`config.mk`:
```
export PLATFORM = sky130hd
export DESIGN_NAME = jk_bank_driver
export DESIGN_NICKNAME = d
export VERILOG_FILES = /design/src/rtl/jk_drv_pkg.sv /design/src/rtl/jk_excite.sv /design/src/rtl/jk_bank_driver.sv
export SDC_FILE = /design/constraint.sdc
export NUM_CORES = 1
export LEC_CHECK = 0
export CORE_AREA = 2 2 39 41
export DETAILED_ROUTE_END_ITERATION = 10
export DIE_AREA = 0 0 41 43
export GPL_TIMING_DRIVEN = 0
export PLACE_DENSITY = 0.79
export SLEW_MARGIN = 0
export SYNTH_ARGS = -nofsm -noshare
export SYNTH_HDL_FRONTEND = slang
export SYNTH_SLANG_ARGS = --single-unit
```
`constraint.sdc`:
```
create_clock -name clk -period 1.2 [get_ports clk]
set_input_delay 0.36 -clock clk [delete_from_list [all_inputs] [get_ports clk]]
set_output_delay 0.36 -clock clk [all_outputs]
set_load 0.03 [all_outputs]
```
`src/rtl/jk_drv_pkg.sv`:
```
`default_nettype none
// ============================================================================
// Module   : jk_drv_pkg
// Brief    : Shared request-mode and FSM-state types for the JK bank driver.
// Revision : 1.0 - initial release
// ============================================================================
package jk_drv_pkg;

  typedef enum logic [1:0] {
    MODE_HOLD   = 2'd0,
    MODE_LOAD   = 2'd1,
    MODE_CLEAR  = 2'd2,
    MODE_TOGGLE = 2'd3
  } mode_e;

  typedef enum logic [1:0] {
    ST_IDLE  = 2'd0,
    ST_DRIVE = 2'd1,
    ST_CHECK = 2'd2
  } state_e;

  localparam int c_RETRY_W = 3;

endpackage
`default_nettype wire

```
`src/rtl/jk_excite.sv`:
```
`default_nettype none
// ============================================================================
// Module   : jk_excite
// Brief    : Per-vector JK excitation encoder; exp port exists only when
//            JK_DRIVE_CHECK_EN is defined.
// Revision : 1.0 - initial release
// ============================================================================
module jk_excite
  import jk_drv_pkg::*;
#(
  parameter int WIDTH = 4
) (
  input  mode_e            mode,
  input  logic [WIDTH-1:0] data,
  input  logic [WIDTH-1:0] q,
  output logic [WIDTH-1:0] j,
  output logic [WIDTH-1:0] k
`ifdef JK_DRIVE_CHECK_EN
  ,
  output logic [WIDTH-1:0] exp
`endif
);

  // LOAD only sets or resets bits that differ, so j=k=1 never appears for it
  always_comb begin
    j = '0;
    k = '0;
    case (mode)
      MODE_LOAD: begin
        j = data & ~q;
        k = ~data & q;
      end
      MODE_CLEAR: begin
        k = '1;
      end
      MODE_TOGGLE: begin
        j = data;
        k = data;
      end
      default: begin
      end
    endcase
  end

`ifdef JK_DRIVE_CHECK_EN
  always_comb begin
    exp = q;
    case (mode)
      MODE_LOAD:   exp = data;
      MODE_CLEAR:  exp = '0;
      MODE_TOGGLE: exp = q ^ data;
      default:     exp = q;
    endcase
  end
`endif

endmodule
`default_nettype wire

```
`src/rtl/jk_bank_driver.sv`:
```
`default_nettype none
// ============================================================================
// Module   : jk_bank_driver
// Brief    : Drives j/k of a negedge JK bank toward a requested state, with
//            read-back check and retry when JK_DRIVE_CHECK_EN is defined.
// Revision : 1.0 - initial release
// ============================================================================
module jk_bank_driver
  import jk_drv_pkg::*;
#(
  parameter int WIDTH     = 4,
  parameter int MAX_RETRY = 3
) (
  input  logic             clk,
  input  logic             reset,
  input  logic             req_valid,
  output logic             req_ready,
  input  logic [1:0]       req_mode,
  input  logic [WIDTH-1:0] req_data,
  input  logic [WIDTH-1:0] q_fb,
  output logic [WIDTH-1:0] j,
  output logic [WIDTH-1:0] k,
  output logic             busy,
  output logic             done,
  output logic             err
);

  state_e           r_state, w_state_nxt;
  logic [WIDTH-1:0] r_j, r_k, w_j_nxt, w_k_nxt;
  logic             r_done, w_done_nxt;
  logic [WIDTH-1:0] w_xj, w_xk, w_x_data;
  mode_e            w_x_mode;

`ifdef JK_DRIVE_CHECK_EN
  logic [WIDTH-1:0]     r_exp, w_exp_nxt, w_xexp;
  logic [c_RETRY_W-1:0] r_retry, w_retry_nxt;
  logic                 r_err, w_err_nxt;

  // A retry re-drives as a LOAD toward the stored expectation
  assign w_x_mode = (r_state == ST_CHECK) ? MODE_LOAD : mode_e'(req_mode);
  assign w_x_data = (r_state == ST_CHECK) ? r_exp : req_data;
`else
  assign w_x_mode = mode_e'(req_mode);
  assign w_x_data = req_data;
`endif

  jk_excite #(
    .WIDTH (WIDTH)
  ) u_excite (
    .mode (w_x_mode),
    .data (w_x_data),
    .q    (q_fb),
    .j    (w_xj),
    .k    (w_xk)
`ifdef JK_DRIVE_CHECK_EN
    ,
    .exp  (w_xexp)
`endif
  );

  always_ff @(posedge clk) begin
    if (reset) begin
      r_state <= ST_IDLE;
      r_j     <= '0;
      r_k     <= '0;
      r_done  <= 1'b0;
`ifdef JK_DRIVE_CHECK_EN
      r_exp   <= '0;
      r_retry <= '0;
      r_err   <= 1'b0;
`endif
    end else begin
      r_state <= w_state_nxt;
      r_j     <= w_j_nxt;
      r_k     <= w_k_nxt;
      r_done  <= w_done_nxt;
`ifdef JK_DRIVE_CHECK_EN
      r_exp   <= w_exp_nxt;
      r_retry <= w_retry_nxt;
      r_err   <= w_err_nxt;
`endif
    end
  end

  // j/k are loaded on the edge that enters DRIVE so they are stable for the
  // bank's falling-edge sample in the same cycle
  always_comb begin
    w_state_nxt = r_state;
    w_j_nxt     = '0;
    w_k_nxt     = '0;
    w_done_nxt  = 1'b0;
`ifdef JK_DRIVE_CHECK_EN
    w_exp_nxt   = r_exp;
    w_retry_nxt = r_retry;
    w_err_nxt   = 1'b0;
`endif
    case (r_state)
      ST_IDLE: begin
        if (req_valid) begin
          w_state_nxt = ST_DRIVE;
          w_j_nxt     = w_xj;
          w_k_nxt     = w_xk;
`ifdef JK_DRIVE_CHECK_EN
          w_exp_nxt   = w_xexp;
          w_retry_nxt = '0;
`endif
        end
      end
      ST_DRIVE: begin
        w_state_nxt = ST_CHECK;
      end
      ST_CHECK: begin
`ifdef JK_DRIVE_CHECK_EN
        if (q_fb == r_exp) begin
          w_done_nxt  = 1'b1;
          w_state_nxt = ST_IDLE;
        end else if (r_retry < c_RETRY_W'(MAX_RETRY)) begin
          w_retry_nxt = r_retry + c_RETRY_W'(1);
          w_state_nxt = ST_DRIVE;
          w_j_nxt     = w_xj;
          w_k_nxt     = w_xk;
        end else begin
          w_err_nxt   = 1'b1;
          w_state_nxt = ST_IDLE;
        end
`else
        w_done_nxt  = 1'b1;
        w_state_nxt = ST_IDLE;
`endif
      end
      default: begin
        w_state_nxt = ST_IDLE;
      end
    endcase
  end

  assign req_ready = (r_state == ST_IDLE) && !reset;
  assign busy      = (r_state != ST_IDLE);
  assign j         = r_j;
  assign k         = r_k;
  assign done      = r_done;
`ifdef JK_DRIVE_CHECK_EN
  assign err       = r_err;
`else
  assign err       = 1'b0;
`endif

endmodule
`default_nettype wire

```
==> impl_results.md, run 1 <==
* Status: finished with violations
* Violated checks: setup timing
* Delay of the slowest critical-path stage at 0.25 ns
* TritonRoute pass-1 iters at 4
* CP bufs+invs at 2
* Drt drc at 0
* Slew Viols, Final at 0
* Peak VDD IR at roughly 0.67 mV
* Cell Pwr Density at 1197 nW/um^2
* WL/cell at 10.47 um
* Number of enable flip-flop cells after synthesis at 0
* Synth Net Count at 54
* Final ANT Viol Nets at 0
* Worst path top cell family by delay: buffers and inverters
* Synth Register Bits at 11
* Initial antenna violation count at 0
* Die area at 1763 um^2
* Cell taking the most area after synthesis: dfxtp_1
* Asr flop ratio synth at 0%
* Arr. time, crit path at ~1.0 ns
* Worst Path Required at 0.84 ns
* Synth Instances at 41
* Area contributors post-synth: dfxtp_1, and3_1, nand2b_1
* Antenna fix cells at 0
* R2r startpoint: r_state[1]
* Hold_sp: r_state[0]
* Clock net sink count at 11
* Routed via count at slightly below 400
* Hold EP: done
* Reg2reg end: j[0]
* Worst Setup Path Type: primary input to primary output
* Clock Pin Slew Worst Setup and Hold Paths at 0.06 ns
* Vias in the first global route at 343
* I/O Buffers at 23
* Reg area at 222.7 um^2
* Top cells by count, synth: dfxtp_1, and3_1
* Vias per inst at ~4.6
* Most numerous cell in the Yosys netlist: dfxtp_1
* R2r setup slk at between 0.1 and 0.15 ns
* Seq/Total Area, Yosys at 55.70%
* Rows at 14
* Root buf cell: clkbuf_4
* Hold Crit Depth at 1
* First-pass GRT wire length at 1359 um
* Width of the die at roughly 40 um
* Hold Path Class: flop to flop
* Crit path time final at 1.377 ns
* Number of hold buffers added after CTS at 0
* Routability congestion estimate at 0.5780
* Htree depth at 1
* Post-synthesis cell area at 395.4 um^2
* Slowest cell on crit path: nor3_4
* Clock Latency Late Sink at 0.26 ns
* Post-layout nets at between 80 and 90
* Largest net degree at the start of global routing at 9
* DR iter-0 viols at 5
* CP Launch Type: primary input
* CP Max Fanout at 3
* Post-Syn Area per Cell at just under 10 um^2
* Die H at between 40 and 50 um
* Final setup margin at -0.1773 ns
* Core area at 1384 um^2
* RSZ-0062 raised after global routing: true
* Final cycle utilization of the critical path at 114.8%
* Lkg Pwr at between 0.3 and 0.4 nW
* Initial Util at 28.57%
* Reg2reg path depth at 3
* CTS tree: built
* Gr ovfl total at 0
* Endpoints failing hold at 0
* Count of different cell masters after synthesis at 13
* Hold slack at 0.4746 ns
* Ys Warns at 0
* Fillers at 139
* Finish-stage setup viols at 2
* Drt total wl at 890 um
* Design Power at 0.7650 mW
* Max-cap violations at 0
* Worst setup EP type: primary output
* FMAX at between 0.7 and 0.8 GHz
* Multi-input logic area at 166.4 um^2
* Total Routing Usage GR at about an eighth
* DP HPWL at 657.8 um
* CP Cell Sequence: clkdlybuf4s15_1 -> nor3_4 -> buf_6
* Layout area overhead at 61.71%
* Area share of the largest cell type after synthesis at 55.70%
* Num CTS Buffers at 3
* Fraction of layout cells with a size suffix above 1 at just under 30%
* Ports at 25
* Clock tree buffer depth at 2
* Ys flop type: dfxtp_1
* Clk_skew at 0.003516 ns
-- logic make-up (layout without fill, tap and decap cells) --
| group | count (synthesis) | after routing | share of synthesized area [%] |
|---|---|---|---|
| compound gates | 8 | 8 | 10.13 |
| buf+inv | 3 | 31 | 3.799 |
| flops | 11 | 11 | 55.70 |
| other cells | 1 | 1 | 0.9485 |
| simple gates | 18 | 18 | 29.43 |
-- where the power goes --
part           total, mW  switching (mW)  leakage [nW]  internal, mW
combinational      0.138          0.0717         0.201        0.0666
clock              0.242           0.114        0.0150         0.128
sequential         0.384         0.00638        0.0903         0.378
-- per-layer routing --
layer  share of wire [%]  track usage [%]  up-vias  wire (um)
li1                    -                -      198          -
met1                  40            12.42      176        353
met2                  52            18.75       12        467
met3                 5.6            3.141        2         50
met4                 2.1            10.00        0         19
met5                   0                0        -          0
-- final cells by class --
class / count / area share, %
timing repair buffer: 24 / 29.55
inverter: 2 / 1.174
sequential: 11 / 34.83
multi-input combinational: 27 / 26.03
clock buffer: 4 / 4.110
tap: 16 / 3.131
buffer: 1 / 1.174
-- sequential cells by signal, indices dropped and copies added, names as in the netlist --
signal / cells
done: 1
j: 4
k: 4
r_state: 2
-- how the worst max path moves through the flow --
stage | depth (start not counted) | end | startpoint | slack (ns)
6_report | 3 | req_ready | reset | -0.18
4_1_cts | 2 | busy | r_state[1] | -0.16
2_1_floorplan | 3 | j[3] | r_state[1] | 0.06
3_5_place_dp | 3 | req_ready | reset | -0.88
3_3_place_gp | 3 | req_ready | reset | -0.85
5_1_grt | 2 | req_ready | r_state[1] | -0.20
-- stage by stage --
step                cells  util [%]  setup slack [ns]  setup TNS, ns  instance area [um^2]
floorplan              41         -           0.06213              0                 401.6
global placement       80     47.11           -0.8477         -4.609                 651.9
CTS                    85     46.20           -0.1598        -0.3174                 639.4
finish                 85     46.20           -0.1773        -0.3334                 639.4
detailed placement     80     47.11           -0.8784         -4.903                 651.9
global route           85     46.20           -0.1979        -0.3926                 639.4
-- what timing repair did --
| action | in CTS | in global routing |
|---|---|---|
| pin swaps | 2 | 0 |
| setup buffers | 1 | 0 |
| endpoints found under the setup margin | 19 | 2 |
| resized for setup | 65 | 0 |
-- layout by cell type (no fill, tap or decap), drive strengths merged, types with 2 or more instances in the layout --
cell type      count
inv                2
a21oi              4
and3               5
clkdlybuf4s50      9
clkbuf             4
dlygate4sd2        2
nor3b              2
nand2b             4
dfxtp             11
o21ai              4
buf               13
or3                4
No activity file was read; power rests on OpenSTA's default activity.
==> run 2: changes to the inputs <==
SKIP_CTS_REPAIR_TIMING = 1   (was unset)
==> run 2 against run 1 <==
The run still ends with setup timing left. Clock power is essentially flat. Non-clock buffer count shrank 1. Die area is the same. Clock skew shrank 0.0015 ns. Sequential share of layout area shrank 0.34 points. Routed wire length shrank 0.79%. Total power is essentially flat. Register-to-register slack gained 0.02 ns. First-iteration DRC count shrank 60%. Clock-buffer cell count is the same. Sequential power is essentially flat. Worst hold slack lost 0.071 ns.
==> impl_results.md, run 2 (synthesized netlist as in run 1, its figures left out) <==
* Slew Viols, Final at 0 (unchanged)
* I/O Buffers at 23 (unchanged)
* Width of the die at 41 um (unchanged)
* Fraction of layout cells with a size suffix above 1 at 29.41% (+0.43 points)
* Global route hottest layer: met2
* Crit path time final at 1.355 ns (-0.02211 ns)
* Routed via count at 380 (-2.1%)
* Reg2reg path depth at 3 (unchanged)
* Arr. time, crit path at 1.00 ns (-0.02 ns)
* Routability congestion estimate at 0.5780 (unchanged)
* Finish-stage setup viols at 2 (unchanged)
* CTS tree: built
* Design Power at 0.7650 mW (about the same)
* Hold_sp: reset
* WL/cell at 10.51 um (+0.39%)
* DR iter-0 viols at 2 (-3)
* Htree depth at 1 (unchanged)
* Drt drc at 0 (unchanged)
* Clock net sink count at 11 (unchanged)
* Clk_skew at 0.001968 ns (-0.001548 ns)
* First-pass GRT wire length at 1359 um (unchanged)
* Worst Setup Path Type: flop to primary output
* Cell Pwr Density at 1185 nW/um^2 (-0.98%)
* DP HPWL at 657.8 um (unchanged)
* TritonRoute pass-1 iters at 4 (unchanged)
* R2r setup slk at 0.16 ns (+0.02 ns)
* Peak VDD IR at 0.6871 mV (+2.2%)
* Num CTS Buffers at 3 (unchanged)
* Ports at 25 (unchanged)
* Hold Crit Depth at 2 (+1)
* Root buf cell: clkbuf_4
* Met2 GRT Util at 18.75% (unchanged)
* CP Max Fanout at 4 (+1)
* Hold EP: done
* Hold Path Class: primary input to flop
* Worst Path Required at 0.84 ns (about the same)
* Reg2reg end: j[0]
* Layout area overhead at 63.29%
* Final cycle utilization of the critical path at 112.9% (-1.8 points)
* Violated checks: setup timing
* Met1 Track Usage GR at 12.42% (unchanged)
* Die H at 43 um (unchanged)
* Clock Pin Slew Worst Setup and Hold Paths at 0.07 ns (about the same)
* R2r startpoint: r_state[1]
* Rows at 14 (unchanged)
* Core area at 1384 um^2 (unchanged)
* Final setup margin at -0.1552 ns (+0.02211 ns)
* Status: finished with violations
* Vias in the first global route at 343 (unchanged)
* FMAX at 0.7379 GHz (+1.6%)
* Clock Latency Late Sink at 0.26 ns (about the same)
* Post-layout nets at 82 (-1.2%)
* Largest net degree at the start of global routing at 9 (unchanged)
* Most frequent cells in the layout: dfxtp_1, clkdlybuf4s50_1, clkbuf_2
* Met3 usage at 3.141% (unchanged)
* Max-cap violations at 0 (unchanged)
* CP Launch Type: flop
* Total Routing Usage GR at 12.01% (unchanged)
* Final core utilization at 46.65% (+0.45 points)
* Endpoints failing hold at 0 (unchanged)
* Worst setup EP type: primary output
* Initial Util at 28.57% (unchanged)
* Die area at 1763 um^2 (unchanged)
* Drt total wl at 883 um (-0.79%)
* Gr ovfl total at 0 (unchanged)
* Vias per inst at 4.524 (-0.90%)
* RSZ-0062 raised after global routing: true
* Clock tree buffer depth at 2 (unchanged)
* Antenna fix cells at 0 (unchanged)
* Initial antenna violation count at 0 (unchanged)
* Final ANT Viol Nets at 0 (unchanged)
* Lkg Pwr at 0.3181 nW (+3.8%)
run 2: changes by cell type in the layout (fill, tap and decap cells not counted):
cell             previous run  this run
buf_2                       9         0
dlymetal6s2s_1              0         3
a21oi_2                     0         1
clkbuf_2                    0         9
buf_4                       3         2
clkdlybuf4s15_1             1         0
a21oi_1                     4         3
dlygate4sd2_1               2         0
run 2: worst max path at each step:
stage | endpoint | from | cells after the start
detailed placement | req_ready | reset | 3
global route | req_ready | r_state[1] | 2
floorplan | j[3] | r_state[1] | 3
CTS | req_ready | reset | 3
finish | req_ready | r_state[1] | 2
global placement | req_ready | reset | 3
run 2: per-stage QoR:
| step | area [um^2] | instances | setup WS (ns) | hold slack, ns | setup TNS, ns |
|---|---|---|---|---|---|
| after global routing | 645.6 | 84 | -0.1978 | 0.4051 | -0.3924 |
| after global placement | 651.9 | 80 | -0.8477 | 0.4952 | -4.609 |
| after floorplan | 401.6 | 41 | 0.06213 | 0.4358 | 0 |
| after CTS | 678.2 | 84 | -0.8754 | 0.5315 | -5.445 |
| after detailed placement | 651.9 | 80 | -0.8784 | 0.5162 | -4.903 |
| final | 645.6 | 84 | -0.1552 | 0.4037 | -0.3092 |
run 2: report_power, final:
part	switching [mW]	internal (mW)
Clock	0.113	0.128
Sequential	0.00671	0.378
Combinational	0.0717	0.0667
Total	0.192	0.573
run 2: critical path: stages, from the launching register on:
cell and delay (ns):
dfxtp_2 0.34, nor3_4 0.23, buf_6 0.16
run 2: layout make-up:
type	count	area (um^2)
fill	139	738.2
tap	16	20.02
inverter	2	7.507
timing repair buffer	23	191.4
sequential	11	222.7
multi-input combinational	27	170.2
clock buffer	4	26.28
buffer	1	7.507
run 2: metal layers:
metal  part of all wire (%)  wire length, um  vias to the layer above
li1                       -                -                      194
met1                     39              341                      172
met2                     53              470                       12
met3                    5.4               48                        2
met4                    2.5               22                        0
met5                      0                0                        -
